File: config.mk
export PLATFORM = sky130hd
export DESIGN_NAME = pc_next_unit
export DESIGN_NICKNAME = d
export VERILOG_FILES = /design/src/rtl/pc_pkg.sv /design/src/rtl/pc_redirect_latch.sv /design/src/rtl/pc_next_unit.sv
export SDC_FILE = /design/constraint.sdc
export NUM_CORES = 1
export LEC_CHECK = 0
export ABC_AREA = 1
export BUFFER_PORTS_ARGS = -buffer_cell sky130_fd_sc_hd__buf_4
export CAP_MARGIN = 20
export CORE_MARGIN = 3
export CORE_UTILIZATION = 47
export DETAILED_ROUTE_END_ITERATION = 10
export PLACE_DENSITY = 0.84
export SYNTH_ARGS = -nofsm -noshare
export SYNTH_HDL_FRONTEND = slang
export SYNTH_SLANG_ARGS = --single-unit
File: constraint.sdc
create_clock -name clk -period 1.3 [get_ports clk]
set_clock_uncertainty 0.2 [all_clocks]
set_input_delay 0.065 -clock clk [delete_from_list [all_inputs] [get_ports clk]]
set_output_delay 0.065 -clock clk [all_outputs]
set_load 0.005 [all_outputs]
File: src/rtl/pc_pkg.sv
// Shared program-counter constants and the branch-target alignment mask helper,
// used by the fetch PC generator and by decode branch-target logic.
package pc_pkg;

    localparam int DEFAULT_ADDR_W   = 16;
    localparam int DEFAULT_INC      = 2;
    localparam int DEFAULT_RESET_PC = 0;

    // Mask covering the addr_w-bit PC with the low log2(inc) bits cleared;
    // callers truncate to their own width.
    function automatic logic [63:0] align_mask(input int addr_w, input int inc);
        logic [63:0] m;
        int          align;
        align = 0;
        for (int i = 0; i < 32; i++) begin
            if ((64'd1 << i) < 64'(inc)) begin
                align = i + 1;
            end
        end
        m = '0;
        for (int i = 0; i < 64; i++) begin
            if (i < addr_w && i >= align) begin
                m[i] = 1'b1;
            end
        end
        return m;
    endfunction

endpackage

File: src/rtl/pc_redirect_latch.sv
// Holds a redirect target that arrived while fetch was stalled until the stall
// releases; a newer capture overwrites an older one.
module pc_redirect_latch #(
    parameter int ADDR_W = 16
) (
    input  logic              clk,
    input  logic              rst,
    input  logic              capture,
    input  logic              drain,
    input  logic [ADDR_W-1:0] capture_target,
    output logic              pend_valid,
    output logic [ADDR_W-1:0] pend_target
);

    logic              pend_valid_reg;
    logic              pend_valid_next;
    logic [ADDR_W-1:0] pend_target_reg;
    logic [ADDR_W-1:0] pend_target_next;

    always_comb begin
        pend_valid_next  = pend_valid_reg;
        pend_target_next = pend_target_reg;
        if (capture) begin
            pend_valid_next  = 1'b1;
            pend_target_next = capture_target;
        end else if (drain) begin
            // Target is left as-is; only the valid bit matters once drained.
            pend_valid_next  = 1'b0;
        end
    end

    always_ff @(posedge clk) begin
        if (rst) begin
            pend_valid_reg  <= 1'b0;
            pend_target_reg <= '0;
        end else begin
            pend_valid_reg  <= pend_valid_next;
            pend_target_reg <= pend_target_next;
        end
    end

    assign pend_valid  = pend_valid_reg;
    assign pend_target = pend_target_reg;

endmodule

File: src/rtl/pc_next_unit.sv
// Fetch-stage program counter: sequential increment, stall hold, branch/jump
// redirect (including redirects deferred across a stall) and flush generation.
module pc_next_unit
    import pc_pkg::*;
#(
    parameter int                ADDR_W       = DEFAULT_ADDR_W,
    parameter int                INC          = DEFAULT_INC,
    parameter logic [ADDR_W-1:0] RESET_PC     = ADDR_W'(DEFAULT_RESET_PC),
    parameter int                FLUSH_CYCLES = 1
) (
    input  logic              clk,
    input  logic              rst,
    input  logic              hazard_stall,
    input  logic              br_taken,
    input  logic [ADDR_W-1:0] br_target,
    output logic [ADDR_W-1:0] pc,
    output logic [ADDR_W-1:0] pc_plus_inc,
    output logic              flush,
    output logic              redirect_pending,
    output logic              misalign_err
);

    localparam logic [ADDR_W-1:0] ALIGN_MASK = ADDR_W'(align_mask(ADDR_W, INC));
    localparam logic [3:0]        FLUSH_LOAD = 4'(FLUSH_CYCLES);

    logic [ADDR_W-1:0] pc_reg;
    logic [ADDR_W-1:0] pc_next;
    logic [3:0]        flush_cnt_reg;
    logic [3:0]        flush_cnt_next;
    logic              misalign_reg;
    logic              misalign_next;
    logic              load_redirect;

    logic [ADDR_W-1:0] aligned_target;
    logic              pend_valid;
    logic [ADDR_W-1:0] pend_target;

    assign aligned_target = br_target & ALIGN_MASK;
    assign pc_plus_inc    = pc_reg + ADDR_W'(INC);

    pc_redirect_latch #(
        .ADDR_W(ADDR_W)
    ) u_redirect_latch (
        .clk           (clk),
        .rst           (rst),
        .capture       (hazard_stall & br_taken),
        .drain         (~hazard_stall),
        .capture_target(aligned_target),
        .pend_valid    (pend_valid),
        .pend_target   (pend_target)
    );

    // A live redirect beats a pending one; both are ignored while stalled.
    always_comb begin
        pc_next       = pc_plus_inc;
        load_redirect = 1'b0;
        if (hazard_stall) begin
            pc_next = pc_reg;
        end else if (br_taken) begin
            pc_next       = aligned_target;
            load_redirect = 1'b1;
        end else if (pend_valid) begin
            pc_next       = pend_target;
            load_redirect = 1'b1;
        end
    end

    always_comb begin
        flush_cnt_next = flush_cnt_reg;
        if (load_redirect) begin
            flush_cnt_next = FLUSH_LOAD;
        end else if (flush_cnt_reg != 4'd0) begin
            flush_cnt_next = flush_cnt_reg - 4'd1;
        end
    end

    // Flagged for every request, latched or applied.
    assign misalign_next = br_taken && ((br_target & ~ALIGN_MASK) != '0);

    always_ff @(posedge clk) begin
        if (rst) begin
            pc_reg        <= RESET_PC;
            flush_cnt_reg <= 4'd0;
            misalign_reg  <= 1'b0;
        end else begin
            pc_reg        <= pc_next;
            flush_cnt_reg <= flush_cnt_next;
            misalign_reg  <= misalign_next;
        end
    end

    assign pc               = pc_reg;
    assign flush            = (flush_cnt_reg != 4'd0);
    assign redirect_pending = pend_valid;
    assign misalign_err     = misalign_reg;

endmodule

==> metrics.txt, run 1 <==
# TYPE chip_impl_metric gauge
chip_impl_info{name="run_status",value="complete, but fails checks"} 1
chip_impl_info{name="violations",value="hold timing, setup timing"} 1
chip_impl_metric{name="hold_depth",unit=""} 4
chip_impl_metric{name="placement.cell_area",unit="µm²"} 2690
chip_impl_metric{name="final-instance-count-excl-fill",unit=""} 462
chip_impl_metric{name="max_cap_violations",unit=""} 0
chip_impl_metric{name="grt_pass1_vias",unit=""} 2383
chip_impl_metric{name="proportion_of_synthesized_chip_area_in_sequential_cells",unit="%"} 35.38
chip_impl_metric{name="drive_gt1_share",unit="%"} 41.26
chip_impl_metric{name="placed_cells_incl_taps",unit=""} 419
chip_impl_metric{name="report.final.slew_viol_count",unit=""} 0
chip_impl_metric{name="io-pin-count",unit=""} 55
chip_impl_metric{name="routed_wl",unit="µm"} 6827
chip_impl_metric{name="vdd_drop_max",unit="mV"} 1.575
chip_impl_metric{name="ys_ff_latch",unit=""} 36
chip_impl_metric{name="die_w",unit="µm"} 71.83
chip_impl_metric{name="core.rowCount",unit=""} 23
chip_impl_metric{name="vias",unit=""} 2535
chip_impl_metric{name="finalHoldViolations",unit=""} 1
chip_impl_metric{name="initial_utilization",unit="%"} 49.85
chip_impl_info{name="slowest_cp_cell",value="dfxtp_4"} 1
chip_impl_metric{name="clk_sinks",unit=""} 36
chip_impl_metric{name="numPortBuffers",unit=""} 52
chip_impl_metric{name="cts.path.max_buffers",unit=""} 2
chip_impl_metric{name="place.detailed.hpwl",unit="µm"} 4310
chip_impl_info{name="crit_path_start_kind",value="flop"} 1
chip_impl_metric{name="max_freq",unit="GHz"} 0.5864
chip_impl_info{name="layout_commonest_cell",value="buf_4"} 1
chip_impl_info{name="crit_chain",value="ha_4 > nand3_4 > nor2_4 > nand4_1 > nand2_2 > buf_6"} 1
chip_impl_info{name="cts_tree",value="done"} 1
chip_impl_metric{name="layout.cell_area.non_filler",unit="µm²"} 3326
chip_impl_metric{name="finalWorstSetupSlack",unit="ns"} -0.4053
chip_impl_metric{name="setup_total_negative_slack",unit="ns"} -6.548
chip_impl_metric{name="grt-ovfl-total",unit=""} 0
chip_impl_metric{name="die_area",unit="µm²"} 5160
chip_impl_info{name="hold_path_class",value="input port to flop"} 1
chip_impl_metric{name="grt_pass1_wl",unit="µm"} 10180
chip_impl_metric{name="p_leak",unit="nW"} 1.535
chip_impl_metric{name="wire_per_inst",unit="µm"} 14.78
chip_impl_metric{name="cts_inserted_buffers",unit=""} 5
chip_impl_metric{name="nNetsFinal",unit=""} 434
chip_impl_metric{name="syn-cell-area",unit="µm²"} 2037
chip_impl_metric{name="worst_ep_required_time",unit="ns"} 1.03
chip_impl_info{name="setup.worst_path.end_class",value="output pin"} 1
chip_impl_metric{name="clock_latency_on_the_worst_skew_pair",unit="ns"} 0.30
chip_impl_metric{name="synth.yosys.warnings",unit=""} 0
chip_impl_metric{name="post_synth_inst_count",unit=""} 298
chip_impl_metric{name="layout_worst_path_cycle_share",unit="%"} 131.2
chip_impl_metric{name="reg2reg_slack",unit="ns"} -0.33
chip_impl_metric{name="pwr_density_cell",unit="nW/µm²"} 1101
chip_impl_metric{name="synthArstFlopShare",unit="%"} 0
chip_impl_metric{name="post_synth.cell_area_avg",unit="µm²"} 6.835
chip_impl_metric{name="remaining_drc_errors",unit=""} 0
chip_impl_metric{name="dr.first_iter.drc_count",unit=""} 185
chip_impl_metric{name="die_h",unit="µm"} 71.83
chip_impl_metric{name="placement.setup.worst_slack",unit="ns"} -0.1798
chip_impl_info{name="rsz0062_at_grt",value="yes"} 1
chip_impl_metric{name="critical_path.max_fanout",unit=""} 4
chip_impl_metric{name="h_tree_levels",unit=""} 2
chip_impl_metric{name="report.final.setup_viol",unit=""} 26
chip_impl_metric{name="worst_setup_hold_path_clk_slew",unit="ns"} 0.08
chip_impl_metric{name="grt_start_max_net_pins",unit=""} 21
chip_impl_metric{name="number_of_antenna_violations_at_the_first_check_in_global_routing",unit=""} 0
chip_impl_metric{name="number_of_enable_type_register_cells_in_the_synthesized_netlist",unit=""} 0
chip_impl_info{name="ys_dominant_reg_cell",value="dfxtp_1"} 1
chip_impl_info{name="layout.cells.most_common_list",value="buf_4, nand2_1, a21oi_1"} 1
chip_impl_metric{name="post_synthesis_to_final_layout_area_growth",unit="%"} 63.27
chip_impl_metric{name="diodes",unit=""} 0
chip_impl_metric{name="final_replace_weighted_congestion",unit=""} 0.8984
chip_impl_metric{name="postRouteAntennaNets",unit=""} 0
chip_impl_info{name="holdCritStartpoint",value="br_taken"} 1
chip_impl_metric{name="post_synth_num_cell_types",unit=""} 31
chip_impl_info{name="critical_path.reg2reg.startpoint",value="pc[2]"} 1
chip_impl_metric{name="layout_min_cycle_time",unit="ns"} 1.705
chip_impl_metric{name="worst_r2r_path_depth",unit=""} 8
chip_impl_info{name="cts_root_buf",value="clkbuf_8"} 1
chip_impl_metric{name="cp.arrival",unit="ns"} 1.44
chip_impl_info{name="worst-setup-path-type",value="flop to output pin"} 1
chip_impl_metric{name="drt-pass1-iter-count",unit=""} 7
chip_impl_metric{name="via_density",unit=""} 5.487
chip_impl_metric{name="crit_path_max_incr_delay",unit="ns"} 0.38
chip_impl_info{name="worstReg2RegEnd",value="pc[15]"} 1
chip_impl_info{name="setup.worst_path.start",value="pc[2]"} 1
chip_impl_info{name="min_to",value="u_redirect_latch.pend_target[3]"} 1
chip_impl_metric{name="core-area",unit="µm²"} 4086
chip_impl_metric{name="grtUsageTotal",unit="%"} 24.85
chip_impl_metric{name="hold_ws",unit="ns"} -0.004713
[synth_stat cells (2+ instances only)]
library cell	n	area (µm²)
xnor2_1	3	26.28
nand2_1	59	221.5
o21ai_0	29	145.1
nand3_2	3	30.03
o21ai_1	5	25.02
inv_2	3	11.26
nand2_2	3	18.77
clkbuf_8	2	27.53
a211oi_1	2	15.01
nor3_1	3	15.01
nor2_1	19	71.32
nand4_1	5	31.28
nand3b_1	3	22.52
o211ai_1	2	15.01
nor2_2	3	18.77
clkbuf_1	4	15.01
buf_2	2	10.01
nand3_1	22	110.1
a21oi_1	41	205.2
buf_6	3	33.78
dfxtp_1	36	720.7
a21oi_2	2	17.52
buf_4	2	15.01
inv_1	32	120.1
nor2_4	2	22.52
ha_1	3	37.54
[where the power goes]
| part | switching [mW] | internal [mW] | total (mW) |
|---|---|---|---|
| registers | 0.108 | 1.24 | 1.35 |
| clock network | 0.398 | 0.376 | 0.773 |
| logic | 0.693 | 0.845 | 1.54 |
[cell type report]
type,count,area (µm²)
Inverter,36,143.9
Timing Repair Buffer,119,1023
Clock inverter,1,5.005
Tap cell,50,62.56
Multi-Input combinational cell,213,1267
Sequential cell,36,747.0
Fill cell,270,760.7
Clock buffer,7,76.32
[how the worst max path moves through the flow]
stage / depth (start not counted) / end
final: 6 / pc_plus_inc[15]
after global routing: 5 / pc_plus_inc[7]
after CTS: 6 / pc_plus_inc[3]
after detailed placement: 6 / pc[7]
after global placement: 8 / pc[11]
after floorplan: 9 / pc[5]
[critical path: cells and delay by family, from the launching register on]
family	cells	cell delay, ns
and+or+nand+nor	4	0.52
buffers and inverters	1	0.09
DFF	1	0.38
adders and majority gates	1	0.15
[repair_timing]
item / 4_1_cts / 5_1_grt
setup buffers: 10 / 7
hold buffers: 19 / 2
hold endpoints to repair: 36 / 6
resized for setup: 37 / 37
pin swaps: 13 / 16
endpoints found under the setup margin: 28 / 50
[kinds of logic (layout without fill, tap and decap cells)]
group | count (synthesis) | in the layout | synth area share (%)
AND/OR/NAND/NOR | 122 | 122 | 27.58
AO/OA/AOI/OAI | 82 | 82 | 21.07
buffers and inverters | 50 | 163 | 12.22
flip-flops | 36 | 36 | 35.38
XOR/XNOR | 4 | 4 | 1.720
adder cells (fa/ha/maj) | 3 | 3 | 1.843
other | 1 | 2 | 0.1841
[layer usage]
metal	GRT usage (%)	routed length [µm]
met2	45.51	3645
met1	26.44	2499
met5	0	0
met3	4.769	354
met4	13.78	327
[metrics by stage]
stage / total power [mW] / utilization (%)
detailed placement: 2.335 / 65.83
finish: 3.661 / 81.38
floorplan: 1.910 / -
CTS: 3.348 / 76.88
global placement: 2.304 / 65.83
global route: 3.880 / 81.38
(Power assumes the default switching activity.)
==> run 2: changes to the inputs <==
- CORE_UTILIZATION: 47 -> 45
- CTS_BUF_LIST: default -> sky130_fd_sc_hd__clkbuf_4 sky130_fd_sc_hd__clkbuf_8
- HOLD_SLACK_MARGIN: default -> 0.03
- PLACE_DENSITY: 0.84 -> 0.81
==> run 2 against run 1 <==
The flow finishes with violations (setup timing); clock power grew 14%; count of clock-buffer cells in the layout is the same; design area shrank 0.60%; largest power group unchanged; flip-flop and latch count is the same; setup slack gained 0.013 ns; core utilization shrank 2.2 points; highest routed layer unchanged.
==> metrics.txt, run 2 (synthesized netlist as in run 1, its figures left out) <==
# TYPE chip_impl_metric gauge
chip_impl_metric{name="wire_per_inst",unit="µm"} 15.30
chip_impl_info{name="cts_tree",value="done"} 1
chip_impl_metric{name="max_cap_violations",unit=""} 0
chip_impl_info{name="crit_chain",value="ha_4 > nand3_4 > inv_6 > nand4_1 > nand2_2 > inv_1 > buf_6"} 1
chip_impl_metric{name="setup_total_negative_slack",unit="ns"} -6.496
chip_impl_metric{name="layout_worst_path_cycle_share",unit="%"} 130.2
chip_impl_metric{name="grt_start_max_net_pins",unit=""} 21
chip_impl_metric{name="die_w",unit="µm"} 73.28
chip_impl_metric{name="dr.first_iter.drc_count",unit=""} 218
chip_impl_metric{name="finalHoldViolations",unit=""} 0
chip_impl_metric{name="max_freq",unit="GHz"} 0.5908
chip_impl_info{name="layout.cells.most_common_list",value="buf_4, nand2_1, a21oi_1"} 1
chip_impl_metric{name="die_area",unit="µm²"} 5370
chip_impl_metric{name="post_synthesis_to_final_layout_area_growth",unit="%"} 62.28
chip_impl_info{name="layout_commonest_cell",value="buf_4"} 1
chip_impl_metric{name="report.final.slew_viol_count",unit=""} 0
chip_impl_metric{name="worst_setup_hold_path_clk_slew",unit="ns"} 0.07
chip_impl_metric{name="cts_inserted_buffers",unit=""} 5
chip_impl_metric{name="worst_ep_required_time",unit="ns"} 1.03
chip_impl_metric{name="pwr_density_cell",unit="nW/µm²"} 1199
chip_impl_metric{name="grt-ovfl-total",unit=""} 0
chip_impl_metric{name="via_density",unit=""} 5.378
chip_impl_metric{name="multiInputGateArea",unit="µm²"} 1251
chip_impl_metric{name="h_tree_levels",unit=""} 2
chip_impl_metric{name="ff_latch_area",unit="µm²"} 743.2
chip_impl_metric{name="number_of_antenna_violations_at_the_first_check_in_global_routing",unit=""} 0
chip_impl_metric{name="report.final.setup_viol",unit=""} 27
chip_impl_metric{name="hold_ws",unit="ns"} 0.05294
chip_impl_metric{name="grt_pass1_vias",unit=""} 2351
chip_impl_metric{name="numPortBuffers",unit=""} 52
chip_impl_metric{name="grt_pass1_wl",unit="µm"} 10290
chip_impl_metric{name="finalWorstSetupSlack",unit="ns"} -0.3927
chip_impl_metric{name="crit_path_max_incr_delay",unit="ns"} 0.37
chip_impl_metric{name="n_fill_cell",unit=""} 277
chip_impl_info{name="rsz0062_at_grt",value="yes"} 1
chip_impl_metric{name="routed_wl",unit="µm"} 7040
chip_impl_info{name="cts_root_buf",value="clkbuf_8"} 1
chip_impl_info{name="hold_path_class",value="input port to flop"} 1
chip_impl_metric{name="core-area",unit="µm²"} 4173
chip_impl_metric{name="nNetsFinal",unit=""} 432
chip_impl_metric{name="core.rowCount",unit=""} 23
chip_impl_metric{name="layout_min_cycle_time",unit="ns"} 1.693
chip_impl_metric{name="io-pin-count",unit=""} 55
chip_impl_metric{name="die_h",unit="µm"} 73.28
chip_impl_info{name="slowest_cp_cell",value="dfxtp_4"} 1
chip_impl_metric{name="remaining_drc_errors",unit=""} 0
chip_impl_metric{name="diodes",unit=""} 0
chip_impl_metric{name="vdd_drop_max",unit="mV"} 1.515
chip_impl_metric{name="cts.path.max_buffers",unit=""} 2
chip_impl_metric{name="grtUsageTotal",unit="%"} 24.72
chip_impl_info{name="run_status",value="complete, but fails checks"} 1
chip_impl_info{name="crit_family",value="flip-flops"} 1
chip_impl_metric{name="cp.arrival",unit="ns"} 1.43
chip_impl_metric{name="p_leak",unit="nW"} 1.524
chip_impl_metric{name="drive_gt1_share",unit="%"} 39.02
chip_impl_metric{name="final_replace_weighted_congestion",unit=""} 0.9244
chip_impl_metric{name="initial_utilization",unit="%"} 48.82
chip_impl_info{name="setup.worst_path.end_class",value="output pin"} 1
chip_impl_info{name="violations",value="setup timing"} 1
chip_impl_metric{name="vias",unit=""} 2474
chip_impl_metric{name="clk_sinks",unit=""} 36
chip_impl_metric{name="path_buf_inv",unit=""} 3
chip_impl_metric{name="place.detailed.hpwl",unit="µm"} 4377
chip_impl_metric{name="clock_latency_on_the_worst_skew_pair",unit="ns"} 0.30
chip_impl_metric{name="postRouteAntennaNets",unit=""} 0
chip_impl_metric{name="critical_path.max_fanout",unit=""} 7
chip_impl_info{name="worst-setup-path-type",value="flop to output pin"} 1
chip_impl_info{name="crit_path_start_kind",value="flop"} 1
chip_impl_metric{name="drt-pass1-iter-count",unit=""} 4
## run 2: report_power, final
group / switching [mW] / internal [mW] / leakage (nW)
Sequential: 0.130 / 1.25 / 0.302
Clock: 0.426 / 0.452 / 0.0479
Combinational: 0.758 / 0.948 / 1.17
Total: 1.31 / 2.65 / 1.52
## run 2: stage by stage
stage	total power, mW	worst slack, ns	area (µm²)	util [%]	std cells
after global placement	2.308	-0.1375	2698	64.65	420
after global routing	4.171	-0.4645	3306	79.22	460
after floorplan	1.910	-0.03474	2086	-	299
final	3.964	-0.3927	3306	79.22	460
after detailed placement	2.337	-0.1878	2698	64.65	420
after CTS	3.424	-0.3571	3118	74.72	457
## run 2: final timing paths
path | start | to | cells after the start | slack, ns
worst min register to register | u_redirect_latch.pend_target[13] | u_redirect_latch.pend_target[13] | 2 | 0.26
worst max-delay path | pc[1] | pc_plus_inc[11] | 7 | -0.39
worst min-delay path | rst | pc[3] | 5 | 0.05
worst max register to register | pc[1] | pc[5] | 10 | -0.30
## run 2: layout make-up
cell class,instances,share of cell area (%)
multi-input cells,213,37.85
repair buffers,117,30.51
flip-flops and latches,36,22.48
inverters,36,4.315
clock buffers,7,2.725
well taps,50,1.893
clock inverters,1,0.2271
## run 2: layer usage
layer	global-route usage (%)	part of all wire [%]	wire [µm]	up-vias
met5	0	0	0	-
li1	-	-	-	1211
met3	5.609	5.9	412	27
met2	45.98	52	3629	103
met1	26.90	39	2718	1133
met4	9.221	4.0	279	0
## run 2: what timing repair did
item	in CTS	in global routing
hold buffers	21	2
gates resized for setup	20	49
endpoints found under the setup margin	29	50
hold endpoints to repair	36	6
setup buffers	8	2
pin swaps	10	13
## run 2: worst reg2reg max path, cell delays in order (launching register included)
cell	delay (ns)
dfxtp_4	0.36
ha_4	0.17
nand3_4	0.11
inv_6	0.07
nand2_4	0.07
buf_6	0.09
nand3_2	0.05
o211ai_1	0.09
nand3_1	0.12
nand2_1	0.11
inv_1	0.05
